<file path="src/rtl/fm_logsin_exp.sv">
// FM operator output stage: phase + log attenuation to signed sample.
// Quarter-wave log-sine, log add, exp table with shift, sign restore.
module fm_logsin_exp #(
  parameter int PSZ = 10,
  parameter int LSZ = 12,
  parameter int ESZ = 8,
  parameter int OSZ = 12,
  parameter int TSZ = 3
) (
  input  logic           clk,
  input  logic           reset_n,
  input  logic           in_valid,
  input  logic [TSZ-1:0] in_tag,
  input  logic [PSZ-1:0] phase,
  input  logic [LSZ-1:0] atten,
  output logic           out_valid,
  output logic [TSZ-1:0] out_tag,
  output logic [OSZ-1:0] out_sample
);

  localparam int AW = PSZ - 2;
  localparam int N  = 2 ** AW;
  localparam int EN = 2 ** ESZ;
  localparam int EW = 10;
  localparam int IW = LSZ + 1 - ESZ;
  localparam int MW = EW + 1;
  localparam logic [IW-1:0] IMAX = IW'(OSZ - 1);
  localparam real PI = 3.141592653589793;

  // Tables are computed at elaboration from the
  // same formulas used to build the offline images.
  function automatic logic [LSZ-1:0] logsin_val(int i);
    real x;
    x = (real'(i) + 0.5) * PI / real'(2 * N);
    return LSZ'($rtoi(-$ln($sin(x)) / $ln(2.0)
                      * 256.0 + 0.5));
  endfunction

  function automatic logic [EW-1:0] exp_val(int j);
    real x;
    x = $pow(2.0, real'(j) / real'(EN)) - 1.0;
    return EW'($rtoi(x * 1024.0 + 0.5));
  endfunction

  logic [LSZ-1:0] ls_rom [N];
  logic [EW-1:0]  ex_rom [EN];

  for (genvar gi = 0; gi < N; gi++) begin : g_ls
    assign ls_rom[gi] = logsin_val(gi);
  end

  for (genvar gj = 0; gj < EN; gj++) begin : g_ex
    assign ex_rom[gj] = exp_val(gj);
  end

  // input capture
  logic           v0_q;
  logic [TSZ-1:0] t0_q;
  logic [PSZ-1:0] ph0_q;
  logic [LSZ-1:0] at0_q;
  // S1: folded address
  logic           v1_q, s1_q;
  logic [TSZ-1:0] t1_q;
  logic [AW-1:0]  a1_q;
  logic [LSZ-1:0] at1_q;
  // S2: log-sine read
  logic           v2_q, s2_q;
  logic [TSZ-1:0] t2_q;
  logic [LSZ-1:0] ls2_q;
  logic [LSZ-1:0] at2_q;
  // S3: exp read
  logic           v3_q, s3_q;
  logic [TSZ-1:0] t3_q;
  logic [IW-1:0]  i3_q;
  logic [EW-1:0]  ex3_q;
  // S4: output
  logic           v4_q;
  logic [TSZ-1:0] t4_q;
  logic [OSZ-1:0] smp_q, smp_d;

  logic           sign0;
  logic [AW-1:0]  addr0;
  logic [LSZ:0]   sum2;
  logic [ESZ-1:0] frac2;
  logic [MW-1:0]  mag3;

  // Quarter-wave fold: top bit is sign, next bit mirrors.
  always_comb begin
    sign0 = ph0_q[PSZ-1];
    addr0 = ph0_q[AW-1:0] ^ {AW{ph0_q[PSZ-2]}};
  end

  // Log-domain add; exp table stores the inverted fraction.
  always_comb begin
    sum2  = {1'b0, ls2_q} + {1'b0, at2_q};
    frac2 = ~sum2[ESZ-1:0];
  end

  // Mantissa shift, underflow to zero, sign restore.
  always_comb begin
    mag3 = '0;
    if (i3_q < IMAX) begin
      mag3 = {1'b1, ex3_q} >> i3_q;
    end
    smp_d = s3_q ? -{1'b0, mag3} : {1'b0, mag3};
  end

  // Control path: valid, sign and tag are cleared by reset.
  always_ff @(posedge clk or negedge reset_n) begin
    if (!reset_n) begin
      v0_q <= 1'b0;
      t0_q <= '0;
      v1_q <= 1'b0;
      s1_q <= 1'b0;
      t1_q <= '0;
      v2_q <= 1'b0;
      s2_q <= 1'b0;
      t2_q <= '0;
      v3_q <= 1'b0;
      s3_q <= 1'b0;
      t3_q <= '0;
      v4_q <= 1'b0;
      t4_q <= '0;
      smp_q <= '0;
    end else begin
      v0_q <= in_valid;
      t0_q <= in_tag;
      v1_q <= v0_q;
      s1_q <= sign0;
      t1_q <= t0_q;
      v2_q <= v1_q;
      s2_q <= s1_q;
      t2_q <= t1_q;
      v3_q <= v2_q;
      s3_q <= s2_q;
      t3_q <= t2_q;
      v4_q <= v3_q;
      if (v3_q) begin
        t4_q  <= t3_q;
        smp_q <= smp_d;
      end
    end
  end

  // Data path: ROM reads and operands, never reset.
  always_ff @(posedge clk) begin
    ph0_q <= phase;
    at0_q <= atten;
    a1_q  <= addr0;
    at1_q <= at0_q;
    ls2_q <= ls_rom[a1_q];
    at2_q <= at1_q;
    i3_q  <= sum2[LSZ:ESZ];
    ex3_q <= ex_rom[frac2];
  end

  assign out_valid  = v4_q;
  assign out_tag    = t4_q;
  assign out_sample = smp_q;

endmodule
</file>
<file path="config.mk">
export PLATFORM = sky130hd
export DESIGN_NAME = fm_logsin_exp
export DESIGN_NICKNAME = d
export VERILOG_FILES = /design/src/rtl/fm_logsin_exp.sv
export SDC_FILE = /design/constraint.sdc
export NUM_CORES = 1
export LEC_CHECK = 0
export CAP_MARGIN = 40
export CORE_AREA = 8 8 167 169
export CTS_BUF_LIST = sky130_fd_sc_hd__clkbuf_16
export CTS_CLUSTER_SIZE = 10
export DETAILED_ROUTE_END_ITERATION = 8
export DIE_AREA = 0 0 175 177
export PLACE_DENSITY = 0.5
export REMOVE_ABC_BUFFERS = 1
export SKIP_LAST_GASP = 1
export SYNTH_ARGS = -nofsm -noshare
export SYNTH_HDL_FRONTEND = slang
export SYNTH_SLANG_ARGS = --single-unit
</file>
<file path="constraint.sdc">
create_clock -name clk -period 10.41 [get_ports clk]
set_clock_uncertainty 0.15 [all_clocks]
set_input_delay 2.082 -clock clk [delete_from_list [all_inputs] [get_ports clk]]
set_output_delay 2.082 -clock clk [all_outputs]
set_load 0.05 [all_outputs]
</file>
==> flow_summary.rst, run 1 <==
.. list-table::
   :header-rows: 1

   * - Metric
     - Value
   * - Outcome
     - complete, no violations
   * - Final Slew Violations
     - 0
   * - Fin crit share
     - around two fifths
   * - Endpoint required time on the critical path
     - about 11000 ps
   * - Area of the core
     - about 0.025 sq mm
   * - Final instance area
     - between 0.009 and 0.01 sq mm
   * - Setup TNS
     - 0 ps
   * - Min cycle time layout
     - roughly 4000 ps
   * - Total congestion overflow after global routing
     - 0
   * - Antenna-violating nets left
     - 0
   * - Fraction of layout instances using a drive strength above 1
     - ~8.5%
   * - Cell count of the worst hold path
     - 0
   * - Count of yosys warnings during synthesis
     - 0
   * - Worst path slowest cell
     - sky130_fd_sc_hd__fa_1
   * - Row count
     - 59
   * - Clock-pin slew on the worst setup and hold paths
     - 60 ps
   * - Register area share after synthesis
     - 28.79%
   * - Wirelength, routed
     - about 29 mm
   * - CP max stage delay
     - approximately 500 ps
   * - Maximum number of pins on one net before global-route repair
     - between 90 and 100
   * - First-pass GRT wire length
     - 45.88 mm
   * - Clock tree sinks
     - between 100 and 150
   * - Number of standard cells after synthesis
     - between 1k and 1.5k
   * - Die footprint
     - 0.03098 sq mm
   * - Classification of the worst-slack hold path
     - reg2reg
   * - Effective utilization at floorplan
     - between 30% and 40%
   * - Largest fanout on the critical path
     - 31
   * - #FFs+latches synth
     - 116
   * - Vias in the first global route
     - around 8k
   * - Global placement routability congestion
     - 0.9654
   * - Post-detailed-placement cell area
     - around 0.009 sq mm
   * - Number of vias per cell after detailed routing
     - just over 6
   * - Static leakage power
     - between 3 and 4 nW
   * - CTS max path bufs
     - 2
   * - Switching power share of the total
     - between 50 and 60%
   * - Clk Latency, worst-skew pair
     - slightly above 400 ps
   * - Power per unit of standard cell area
     - 323.4 mW/mm^2
   * - Final setup violating endpoints
     - 0
   * - Ys flop type
     - sky130_fd_sc_hd__dfxtp_1
   * - Critical path endpoint category
     - flip-flop
   * - FF-to-FF path depth
     - 13
   * - DR DRC count
     - 0
   * - Worst-Margin Slew
     - slightly below 900 ps
   * - Layout overhead on the synthesized area
     - 13.50%
   * - Die outline width
     - 175 um
   * - Switching power
     - approximately 1.6 mW
   * - Post-DP HPWL
     - around 19 mm
   * - CTS tree
     - yes
   * - Buffering stage count on the worst path with inverters included
     - 3
   * - Most frequent cells in the layout
     - sky130_fd_sc_hd__o21ai_0 (121), sky130_fd_sc_hd__a21oi_1 (107), sky130_fd_sc_hd__nand2_1 (97), sky130_fd_sc_hd__nor2_1 (96), sky130_fd_sc_hd__dfxtp_1 (78)
   * - Highest clock rate
     - 244.7 MHz
   * - Arrival time of data at the critical path endpoint
     - around 4300 ps
   * - Fraction of power consumed by combinational cells
     - 62.7%
   * - Starting DRC count in detailed routing
     - between 1k and 1.5k
   * - Power Internal
     - 1.583 mW
   * - Number of distinct library cells after synthesis
     - 79
   * - Average footprint of a synthesized cell
     - 7.808 sq um
   * - Via Count
     - roughly 9k
   * - IO Pins
     - between 40 and 50
   * - 1st-pass router iterations
     - 8
   * - Number of enable flip-flop cells after synthesis
     - 0
   * - MaxCap Viol Count
     - 0
   * - Number of H-tree branching levels
     - 4
   * - Overall fraction of global-route tracks in use
     - 18.11%
   * - Cell family contributing the most delay on the critical path
     - compound AO/OA/AOI/OAI gates
   * - Portion of total power attributed to sequential cells
     - 18.8%
   * - Number of antenna violations at the first check in global routing
     - 0
   * - Crit start category
     - flip-flop
   * - Largest vdd supply drop
     - around 0.14 mV
   * - Setup repair after global routing missed its margin
     - no
   * - Total setup buffers inserted after CTS
     - 0
   * - Total Power
     - about 3.2 mW
   * - Cell area after synthesis
     - 0.008675 sq mm
   * - Commonest non-fill, non-tap cell in the layout
     - sky130_fd_sc_hd__o21ai_0
   * - Logic depth of the worst setup path including buffers
     - 13
   * - Total clock buffers created by CTS
     - 17
   * - Port Buf Inserts
     - 43
   * - Cell-by-cell listing of the critical path
     - ha_1 > fa_1 > buf_4 > ha_1 > buf_4 > inv_1 > nor2_1 > a21oi_1 > o22ai_1 > a221o_1 > o311ai_0 > a21oi_1 > a31o_2
   * - Number of buffers added to fix hold violations after cts
     - 0
   * - Count of cells resized by post-cts repair
     - 0
   * - Die span in y
     - 177 um
   * - Proportion of power drawn by the clock network
     - around 19%
   * - Antenna diode count
     - 0
   * - Average wire per standard cell
     - 19.97 um
   * - Share of flip-flops with an asynchronous set or reset
     - a little under a third
   * - Worst-case headroom to the max-slew limit
     - between 40% and 50%
   * - Clock tree root buffer cell
     - sky130_fd_sc_hd__clkbuf_16
   * - Critical path class
     - reg2reg
   * - Final-stage net count
     - between 1k and 1.5k
   * - Hold Violations, Final
     - 0
[through the flow]
step                std cells  worst slack [ps]  util [%]  hold slack (ps)
finish                   1436              6323     38.66            173.3
global route             1436              6185     38.66            179.8
CTS                      1436              6450     38.66            171.2
detailed placement       1404              6457     36.32            162.1
global placement         1399              6313     36.13            160.5
floorplan                1001              4898         -            159.6
[cell families (layout without fill, tap and decap cells)]
logic type,Yosys count,count (layout),synth area share (%)
buf+inv,130,120,6.520
flops,116,116,28.79
fa+ha+maj,44,44,6.404
compound gates,458,458,34.36
xor+xnor,27,27,2.726
simple gates,308,308,15.98
mux,28,28,5.221
[synth_stat cells, types with 11 or more instances]
cell type                  instances  share of area [%]
sky130_fd_sc_hd__a211o_1          13                1.3
sky130_fd_sc_hd__a211oi_1         37                3.2
sky130_fd_sc_hd__a21oi_1         107                6.2
sky130_fd_sc_hd__a31oi_1          19                1.4
sky130_fd_sc_hd__buf_1            17               0.74
sky130_fd_sc_hd__buf_2            14               0.81
sky130_fd_sc_hd__clkbuf_1         71                3.1
sky130_fd_sc_hd__dfrtp_1          35                 10
sky130_fd_sc_hd__dfxtp_1          81                 19
sky130_fd_sc_hd__ha_1             42                6.1
sky130_fd_sc_hd__inv_1            18               0.78
sky130_fd_sc_hd__nand2_1          97                4.2
sky130_fd_sc_hd__nand2b_1         17                1.2
sky130_fd_sc_hd__nand3_1          20                1.2
sky130_fd_sc_hd__nor2_1           97                4.2
sky130_fd_sc_hd__nor3_1           40                2.3
sky130_fd_sc_hd__o211ai_1         27                2.3
sky130_fd_sc_hd__o21ai_0         122                7.0
sky130_fd_sc_hd__o221ai_1         11                1.1
sky130_fd_sc_hd__o22ai_1          14                1.0
sky130_fd_sc_hd__xor2_1           18                1.8
[path summary, 6_finish.rpt]
path,startpoint,end,slack (ps)
setup reg to reg,ls2_q[0]$_DFF_P_,ex3_q[1]$_DFF_P_,6320
min in group asynchronous,reset_n,out_sample[10]$_DFFE_PN0P_,1920
max in group asynchronous,reset_n,out_sample[0]$_DFFE_PN0P_,7870
hold / removal,at1_q[4]$_DFF_P_,at2_q[4]$_DFF_P_,170
setup / recovery,ls2_q[0]$_DFF_P_,ex3_q[1]$_DFF_P_,6320
hold reg to reg,at1_q[4]$_DFF_P_,at2_q[4]$_DFF_P_,170
[layer usage]
metal  track usage (%)  routed length (um)  vias up
li1                  -                   -     4121
met1             24.28               12440     4134
met2             27.52               12900      479
met3             3.648                2307       91
met4             8.584                1023        0
met5                 0                   0        -
[power groups by stage]
stage | combinational, mW | clock [mW] | sequential [mW]
floorplan | 1.25 | 0 | 0.692
global placement | 1.96 | 0 | 0.613
detailed placement | 1.93 | 0 | 0.609
CTS | 1.94 | 0.609 | 0.601
global route | 2.15 | 0.628 | 0.613
finish | 2.00 | 0.589 | 0.598
[cell type report]
class	instances	area (sq um)
well taps	335	419.2
clock inverters	15	170.2
fillers	2602	15620
flip-flops and latches	116	2501
repair buffers	68	628.1
inverters	20	75.07
multi-input cells	865	5627
clock buffers	17	425.4
[flip-flops by register name (all words and copies together) (netlist names), 3 cells and up]
register / flops
ex3_q: 10
at0_q: 12
out_sample: 12
a1_q: 8
ph0_q: 10
ls2_q: 12
at2_q: 12
i3_q: 5
t2_q: 3
at1_q: 12
out_tag: 3
t0_q: 3
t3_q: 3
t1_q: 3
Note: power is estimated with default switching activity, not from simulation.
==> inputs of run 2 (changes only) <==
==> constraint.sdc (replaced) <==
create_clock -name clk -period 4.25 [get_ports clk]
set_clock_uncertainty 0.15 [all_clocks]
set_input_delay 0.85 -clock clk [delete_from_list [all_inputs] [get_ports clk]]
set_output_delay 0.85 -clock clk [all_outputs]
set_load 0.05 [all_outputs]
==> run 2 against run 1 <==
Against the previous run:
- first-iteration DRC count is 6.3% lower
- global-route usage is 0.14 points higher
- critical endpoint unchanged
- critical path depth is 3 lower
- final cell count is 1.3% higher
- maximum frequency is 12% higher
- critical path type unchanged
==> flow_summary.rst, run 2 (synthesis gave the netlist of run 1 again) <==
.. list-table::
   :header-rows: 1

   * - Metric
     - Value
   * - Outcome
     - complete, no violations (unchanged)
   * - Global placement routability congestion
     - 0.9437 (was 0.9654)
   * - Endpoint required time on the critical path
     - 4460 ps (was 10570 ps)
   * - Die span in y
     - 177 um (unchanged)
   * - Arrival time of data at the critical path endpoint
     - 3850 ps (was 4250 ps)
   * - Met1 usage in global routing
     - 24.88% (was 24.28%)
   * - Fin crit share
     - 85.51% (was 39.26%)
   * - Maximum number of pins on one net before global-route repair
     - 61 (was 97)
   * - Highest clock rate
     - 275.2 MHz (was 244.7 MHz)
   * - Crit start category
     - flip-flop (unchanged)
   * - Worst reg2reg startpoint
     - ls2_q[0]$_DFF_P_ (unchanged)
   * - Vias in the first global route
     - 8090 (was 8234)
   * - Worst hold slack
     - 175.3 ps (was 173.3 ps)
   * - Proportion of power drawn by the clock network
     - 17.5% (was 18.5%)
   * - Average wire per standard cell
     - 19.82 um (was 19.97 um)
   * - CTS tree
     - yes (unchanged)
   * - FF-to-FF path depth
     - 10 (was 13)
   * - Starting DRC count in detailed routing
     - 1137 (was 1214)
   * - Largest vdd supply drop
     - 0.3527 mV (was 0.1449 mV)
   * - Final instance area
     - 0.009963 sq mm (was 0.009846 sq mm)
   * - Die outline width
     - 175 um (unchanged)
   * - GRT Max-Usage Layer
     - met2 (unchanged)
   * - CTS max path bufs
     - 2 (unchanged)
   * - Commonest non-fill, non-tap cell in the layout
     - sky130_fd_sc_hd__o21ai_0 (unchanged)
   * - Met2 capacity usage during global routing
     - 27.50% (was 27.52%)
   * - Total congestion overflow after global routing
     - 0 (unchanged)
   * - Count of cells resized by post-cts repair
     - 0 (unchanged)
   * - Number of antenna violations at the first check in global routing
     - 0 (unchanged)
   * - Critical path class
     - reg2reg (unchanged)
   * - Portion of total power attributed to sequential cells
     - 18.8% (about the same)
   * - FILL cells
     - 2638 (was 2602)
   * - Hold Violations, Final
     - 0 (unchanged)
   * - Fraction of layout instances using a drive strength above 1
     - 10.18% (was 8.538%)
   * - Die footprint
     - 0.03098 sq mm (unchanged)
   * - Switching power
     - 3.941 mW (was 1.601 mW)
   * - Power per unit of standard cell area
     - 784.4 mW/mm^2 (was 323.4 mW/mm^2)
   * - Antenna diode count
     - 0 (unchanged)
   * - Wirelength, routed
     - 28.84 mm (was 28.67 mm)
   * - Post-detailed-placement cell area
     - 0.009398 sq mm (was 0.009250 sq mm)
   * - Post-DP HPWL
     - 19.46 mm (was 18.85 mm)
   * - Via Count
     - 8806 (was 8825)
   * - Clock-pin slew on the worst setup and hold paths
     - 60 ps (about the same)
   * - Setup repair after global routing missed its margin
     - no (unchanged)
   * - Final-stage net count
     - 1178 (was 1159)
   * - Antenna-violating nets left
     - 0 (unchanged)
   * - Fraction of power consumed by combinational cells
     - 63.7% (was 62.7%)
   * - MaxCap Viol Count
     - 0 (unchanged)
   * - Util after Layout
     - 39.12% (was 38.66%)
   * - M3 GR Usage
     - 3.691% (was 3.648%)
   * - Number of buffers added to fix hold violations after cts
     - 0 (unchanged)
   * - Final setup violating endpoints
     - 0 (unchanged)
   * - Total clock buffers created by CTS
     - 17 (unchanged)
   * - Clock tree root buffer cell
     - sky130_fd_sc_hd__clkbuf_16 (unchanged)
   * - Layout overhead on the synthesized area
     - 14.86% (was 13.50%)
   * - Effective utilization at floorplan
     - 34.06% (unchanged)
   * - Timing endpoint of the critical path
     - ex3_q[1]$_DFF_P_ (unchanged)
   * - Clock tree sinks
     - 116 (unchanged)
   * - Final Slew Violations
     - 0 (unchanged)
   * - Number of H-tree branching levels
     - 4 (unchanged)
   * - Static leakage power
     - 3.835 nW (was 3.750 nW)
   * - Worst-case headroom to the max-slew limit
     - 46.13% (was 40.17%)
   * - Endpoint of the worst register-to-register path
     - ex3_q[1]$_DFF_P_ (unchanged)
   * - Overall fraction of global-route tracks in use
     - 18.25% (was 18.11%)
   * - Most frequent cells in the layout
     - sky130_fd_sc_hd__o21ai_0 (122), sky130_fd_sc_hd__a21oi_1 (107), sky130_fd_sc_hd__nand2_1 (97), sky130_fd_sc_hd__nor2_1 (96), sky130_fd_sc_hd__dfxtp_1 (78) (was sky130_fd_sc_hd__o21ai_0 (121), sky130_fd_sc_hd__a21oi_1 (107), sky130_fd_sc_hd__nand2_1 (97), sky130_fd_sc_hd__nor2_1 (96), sky130_fd_sc_hd__dfxtp_1 (78))
   * - Number of vias per cell after detailed routing
     - 6.052 (was 6.146)
   * - Area of the core
     - 0.02547 sq mm (unchanged)
   * - Classification of the worst-slack hold path
     - reg2reg (unchanged)
   * - IO Pins
     - 44 (unchanged)
   * - 1st-pass router iterations
     - 8 (unchanged)
   * - Critical path endpoint category
     - flip-flop (unchanged)
   * - DR DRC count
     - 0 (unchanged)
   * - Critical path launch point
     - ls2_q[0]$_DFF_P_ (unchanged)
   * - Setup slack on the worst flop-to-flop path
     - 620 ps (was 6320 ps)
   * - Total Power
     - 7.815 mW (was 3.184 mW)
   * - Power Internal
     - 3.874 mW (was 1.583 mW)
   * - Largest fanout on the critical path
     - 18 (was 31)
   * - Min cycle time layout
     - 3634 ps (was 4087 ps)
   * - Clk Latency, worst-skew pair
     - 420 ps (was 410 ps)
   * - Port Buf Inserts
     - 43 (unchanged)
   * - Total setup buffers inserted after CTS
     - 0 (unchanged)
   * - Row count
     - 59 (unchanged)
   * - First-pass GRT wire length
     - 45.80 mm (was 45.88 mm)
   * - Switching power share of the total
     - 50.43% (was 50.28%)
   * - Worst-Margin Slew
     - 787.6 ps (was 895.3 ps)
run 2: worst min path at each step:
stage	startpoint	end	slack, ps	cells past startpoint
after detailed placement	at1_q[3]$_DFF_P_	at2_q[3]$_DFF_P_	160	0
final	at1_q[2]$_DFF_P_	at2_q[2]$_DFF_P_	180	0
after global placement	at0_q[1]$_DFF_P_	at1_q[1]$_DFF_P_	160	0
after floorplan	at0_q[0]$_DFF_P_	at1_q[0]$_DFF_P_	160	0
after CTS	at1_q[3]$_DFF_P_	at2_q[3]$_DFF_P_	180	0
after global routing	at1_q[3]$_DFF_P_	at2_q[3]$_DFF_P_	180	0
run 2: per-stage QoR:
| stage | TNS (ps) | cells | setup slack (ps) |
|---|---|---|---|
| 6_report | 0 | 1455 | 615.6 |
| 5_1_grt | 0 | 1455 | 456.3 |
| 4_1_cts | 0 | 1455 | 692.5 |
| 3_5_place_dp | 0 | 1423 | 708.7 |
| 3_3_place_gp | 0 | 1420 | 686.3 |
| 2_1_floorplan | -9563 | 1001 | -1262 |
run 2: power by group through the flow:
stage          clock network (mW)  registers, mW  logic (mW)
3_5_place_dp                    0           1.50        4.84
2_1_floorplan                   0           1.69        3.07
6_report                     1.36           1.47        4.98
4_1_cts                      1.41           1.48        4.85
5_1_grt                      1.47           1.51        5.35
3_3_place_gp                    0           1.51        4.88
run 2: cell type report:
class | count | area (sq um) | share of cell area (%)
Tap cell | 335 | 419.2 | 4.207
Multi-Input combinational cell | 865 | 5627 | 56.47
Timing Repair Buffer | 87 | 775.7 | 7.786
Clock buffer | 18 | 450.4 | 4.521
Sequential cell | 116 | 2501 | 25.10
Clock inverter | 14 | 115.1 | 1.155
Inverter | 20 | 75.07 | 0.7535
run 2: per-layer routing:
metal,up-vias,share of wire (%),routed length (um)
met5,-,0,0
met3,88,8.3,2385
met1,4124,44,12580
met4,0,3.5,1010
met2,441,45,12860
li1,4153,-,-
run 2: worst max-delay path, stage by stage (launching register included):
cell,delay (ps)
sky130_fd_sc_hd__dfxtp_1,300
sky130_fd_sc_hd__ha_1,230
sky130_fd_sc_hd__fa_1,470
sky130_fd_sc_hd__a211o_1,350
sky130_fd_sc_hd__a21oi_2,360
sky130_fd_sc_hd__nor2_2,140
sky130_fd_sc_hd__buf_4,250
sky130_fd_sc_hd__a2111oi_0,640
sky130_fd_sc_hd__o311ai_0,330
sky130_fd_sc_hd__a21oi_1,240
sky130_fd_sc_hd__a31o_2,110
==> inputs of run 3 (changes only) <==
--- a/config.mk
+++ b/config.mk
@@ -6,12 +6,12 @@
 export NUM_CORES = 1
 export LEC_CHECK = 0
 export CAP_MARGIN = 40
-export CORE_AREA = 8 8 167 169
+export CORE_AREA = 8 8 180 182
 export CTS_BUF_LIST = sky130_fd_sc_hd__clkbuf_16
 export CTS_CLUSTER_SIZE = 10
 export DETAILED_ROUTE_END_ITERATION = 8
-export DIE_AREA = 0 0 175 177
-export PLACE_DENSITY = 0.5
+export DIE_AREA = 0 0 188 190
+export PLACE_DENSITY = 0.44
 export REMOVE_ABC_BUFFERS = 1
 export SKIP_LAST_GASP = 1
 export SYNTH_ARGS = -nofsm -noshare
==> run 3 against run 2 <==
Against the previous run:
- non-clock buffer count is 14 higher
- sequential power hardly changed
- hold slack worse by 13 ps
==> flow_summary.rst, run 3 (synthesis gave the netlist of run 1 again) <==
.. list-table::
   :header-rows: 1

   * - Metric
     - Value
   * - Total congestion overflow after global routing
     - 0 (unchanged)
   * - Row count
     - 63 (was 59)
   * - Die span in y
     - 190 um (was 177 um)
   * - Count of cells resized by post-cts repair
     - 0 (unchanged)
   * - Placed insts
     - 1492 (was 1423)
   * - Largest fanout on the critical path
     - 49 (was 18)
   * - Clock tree sinks
     - 116 (unchanged)
   * - Post-DP HPWL
     - 21.23 mm (was 19.46 mm)
   * - Antenna diode count
     - 0 (unchanged)
   * - IO Pins
     - 44 (unchanged)
   * - Die outline width
     - 188 um (was 175 um)
   * - Hold Violations, Final
     - 0 (unchanged)
   * - Outcome
     - complete, no violations (unchanged)
   * - Number of buffers added to fix hold violations after cts
     - 0 (unchanged)
   * - Starting DRC count in detailed routing
     - 1131 (was 1137)
   * - First-pass GRT wire length
     - 49.40 mm (was 45.80 mm)
   * - Final-stage net count
     - 1192 (was 1178)
   * - Worst-case headroom to the max-slew limit
     - 45.86% (was 46.13%)
   * - Clock tree root buffer cell
     - sky130_fd_sc_hd__clkbuf_16 (unchanged)
   * - Most frequent cells in the layout
     - sky130_fd_sc_hd__o21ai_0 (122), sky130_fd_sc_hd__a21oi_1 (107), sky130_fd_sc_hd__nand2_1 (97), sky130_fd_sc_hd__nor2_1 (96), sky130_fd_sc_hd__dfxtp_1 (77) (was sky130_fd_sc_hd__o21ai_0 (122), sky130_fd_sc_hd__a21oi_1 (107), sky130_fd_sc_hd__nand2_1 (97), sky130_fd_sc_hd__nor2_1 (96), sky130_fd_sc_hd__dfxtp_1 (78))
   * - Effective utilization at floorplan
     - 29.50% (was 34.06%)
   * - Fraction of layout instances using a drive strength above 1
     - 11.29% (was 10.18%)
   * - Highest clock rate
     - 278.6 MHz (was 275.2 MHz)
   * - Antenna-violating nets left
     - 0 (unchanged)
   * - Cell-by-cell listing of the critical path
     - ha_1 > fa_1 > a211o_1 > a21oi_2 > nor2_2 > buf_12 > nor2_1 > nor3_1 > a2111oi_0 > o31ai_1 > a22oi_1 (was ha_1 > fa_1 > a211o_1 > a21oi_2 > nor2_2 > buf_4 > a2111oi_0 > o311ai_0 > a21oi_1 > a31o_2)
   * - Final instance area
     - 0.01015 sq mm (was 0.009963 sq mm)
   * - Arrival time of data at the critical path endpoint
     - 3790 ps (was 3850 ps)
   * - Global placement routability congestion
     - 0.9376 (was 0.9437)
   * - Area of the core
     - 0.02940 sq mm (was 0.02547 sq mm)
   * - Die footprint
     - 0.03572 sq mm (was 0.03098 sq mm)
   * - Clk Latency, worst-skew pair
     - 420 ps (about the same)
   * - Vias in the first global route
     - 8645 (was 8090)
   * - CP max stage delay
     - 490 ps (was 640 ps)
   * - Fin crit share
     - 84.44% (was 85.51%)
   * - Final Slew Violations
     - 0 (unchanged)
   * - Total clock buffers created by CTS
     - 17 (unchanged)
   * - Average wire per standard cell
     - 20.21 um (was 19.82 um)
   * - Port Buf Inserts
     - 43 (unchanged)
   * - CTS tree
     - yes (unchanged)
   * - Crit start category
     - flip-flop (unchanged)
   * - DR DRC count
     - 0 (unchanged)
   * - Layout overhead on the synthesized area
     - 17.01% (was 14.86%)
   * - Post-detailed-placement cell area
     - 0.009573 sq mm (was 0.009398 sq mm)
   * - Cell family contributing the most delay on the critical path
     - compound AO/OA/AOI/OAI gates (unchanged)
   * - Endpoint required time on the critical path
     - 4460 ps (about the same)
   * - Clock-pin slew on the worst setup and hold paths
     - 70 ps (was 60 ps)
   * - Setup repair after global routing missed its margin
     - no (unchanged)
   * - MaxCap Viol Count
     - 0 (unchanged)
   * - Largest vdd supply drop
     - 0.2960 mV (was 0.3527 mV)
   * - Classification of the worst-slack hold path
     - reg2reg (unchanged)
   * - Critical path endpoint category
     - flip-flop (unchanged)
   * - Maximum number of pins on one net before global-route repair
     - 50 (was 61)
   * - Wirelength, routed
     - 30.80 mm (was 28.84 mm)
   * - Via Count
     - 8964 (was 8806)
   * - Non-filler cells, final
     - 1524 (was 1455)
   * - Commonest non-fill, non-tap cell in the layout
     - sky130_fd_sc_hd__o21ai_0 (unchanged)
   * - Critical path class
     - reg2reg (unchanged)
   * - Buffering stage count on the worst path with inverters included
     - 1 (unchanged)
   * - Overall fraction of global-route tracks in use
     - 16.93% (was 18.25%)
   * - Worst-Margin Slew
     - 812.1 ps (was 787.6 ps)
   * - Min cycle time layout
     - 3589 ps (was 3634 ps)
   * - Static leakage power
     - 3.908 nW (was 3.835 nW)
   * - Number of antenna violations at the first check in global routing
     - 0 (unchanged)
   * - Final setup violating endpoints
     - 0 (unchanged)
   * - CTS max path bufs
     - 2 (unchanged)
   * - 1st-pass router iterations
     - 6 (was 8)
   * - Number of vias per cell after detailed routing
     - 5.882 (was 6.052)
   * - Worst path slowest cell
     - sky130_fd_sc_hd__a2111oi_0 (unchanged)
   * - Total setup buffers inserted after CTS
     - 0 (unchanged)
   * - Power per unit of standard cell area
     - 797.8 mW/mm^2 (was 784.4 mW/mm^2)
   * - Number of H-tree branching levels
     - 4 (unchanged)
-- run 3: cell type report --
type	instances	area, sq um
fillers	3103	19250
repair buffers	101	880.8
well taps	390	488.0
flip-flops and latches	116	2502
clock buffers	17	425.4
inverters	20	75.07
clock inverters	15	151.4
multi-input cells	865	5627
-- run 3: worst reg2reg max path: cells and delay by family (launching register included) --
| family | cells | cell delay [ps] |
|---|---|---|
| AOI/OAI and AO/OA | 5 | 1600 |
| buffers and inverters | 1 | 220 |
| DFF | 1 | 300 |
| and+or+nand+nor | 3 | 580 |
| adders and majority gates | 2 | 690 |
-- run 3: per-stage QoR --
step	hold slack (ps)	power, mW	util (%)	setup TNS, ps	worst slack (ps)
4_1_cts	169.9	8.045	34.52	0	725.6
5_1_grt	172.0	8.640	34.52	0	461.4
2_1_floorplan	159.6	4.767	-	-9563	-1262
6_report	162.5	8.098	34.52	0	661.1
3_3_place_gp	161.1	6.649	32.51	0	724.5
3_5_place_dp	162.1	6.574	32.56	0	743.0
-- run 3: metal layers --
layer  part of all wire (%)  wire (um)  vias up  GRT usage [%]
met5                      0          0        -              0
met4                    2.9        902        0          7.242
met1                     45      13850     4231          23.16
met2                     45      13710      483          25.73
met3                    7.6       2340       69          3.167
li1                       -          -     4181              -
-- run 3: final timing paths --
check	startpoint	endpoint	slack (ps)	cells past startpoint
min in group asynchronous	reset_n	out_sample[9]$_DFFE_PN0P_	340	1
hold reg to reg	at1_q[8]$_DFF_P_	at2_q[8]$_DFF_P_	160	0
hold / removal	at1_q[8]$_DFF_P_	at2_q[8]$_DFF_P_	160	0
setup reg to reg	ls2_q[0]$_DFF_P_	ex3_q[0]$_DFF_P_	660	11
max in group asynchronous	reset_n	s3_q$_DFF_PN0_	3120	1
setup / recovery	ls2_q[0]$_DFF_P_	ex3_q[0]$_DFF_P_	660	11
-- run 3: power breakdown --
part	switching (mW)	leakage (nW)	internal, mW
clock	0.558	0.284	0.866
combinational	3.26	2.53	1.91
sequential	0.216	1.09	1.29
total	4.03	3.91	4.07
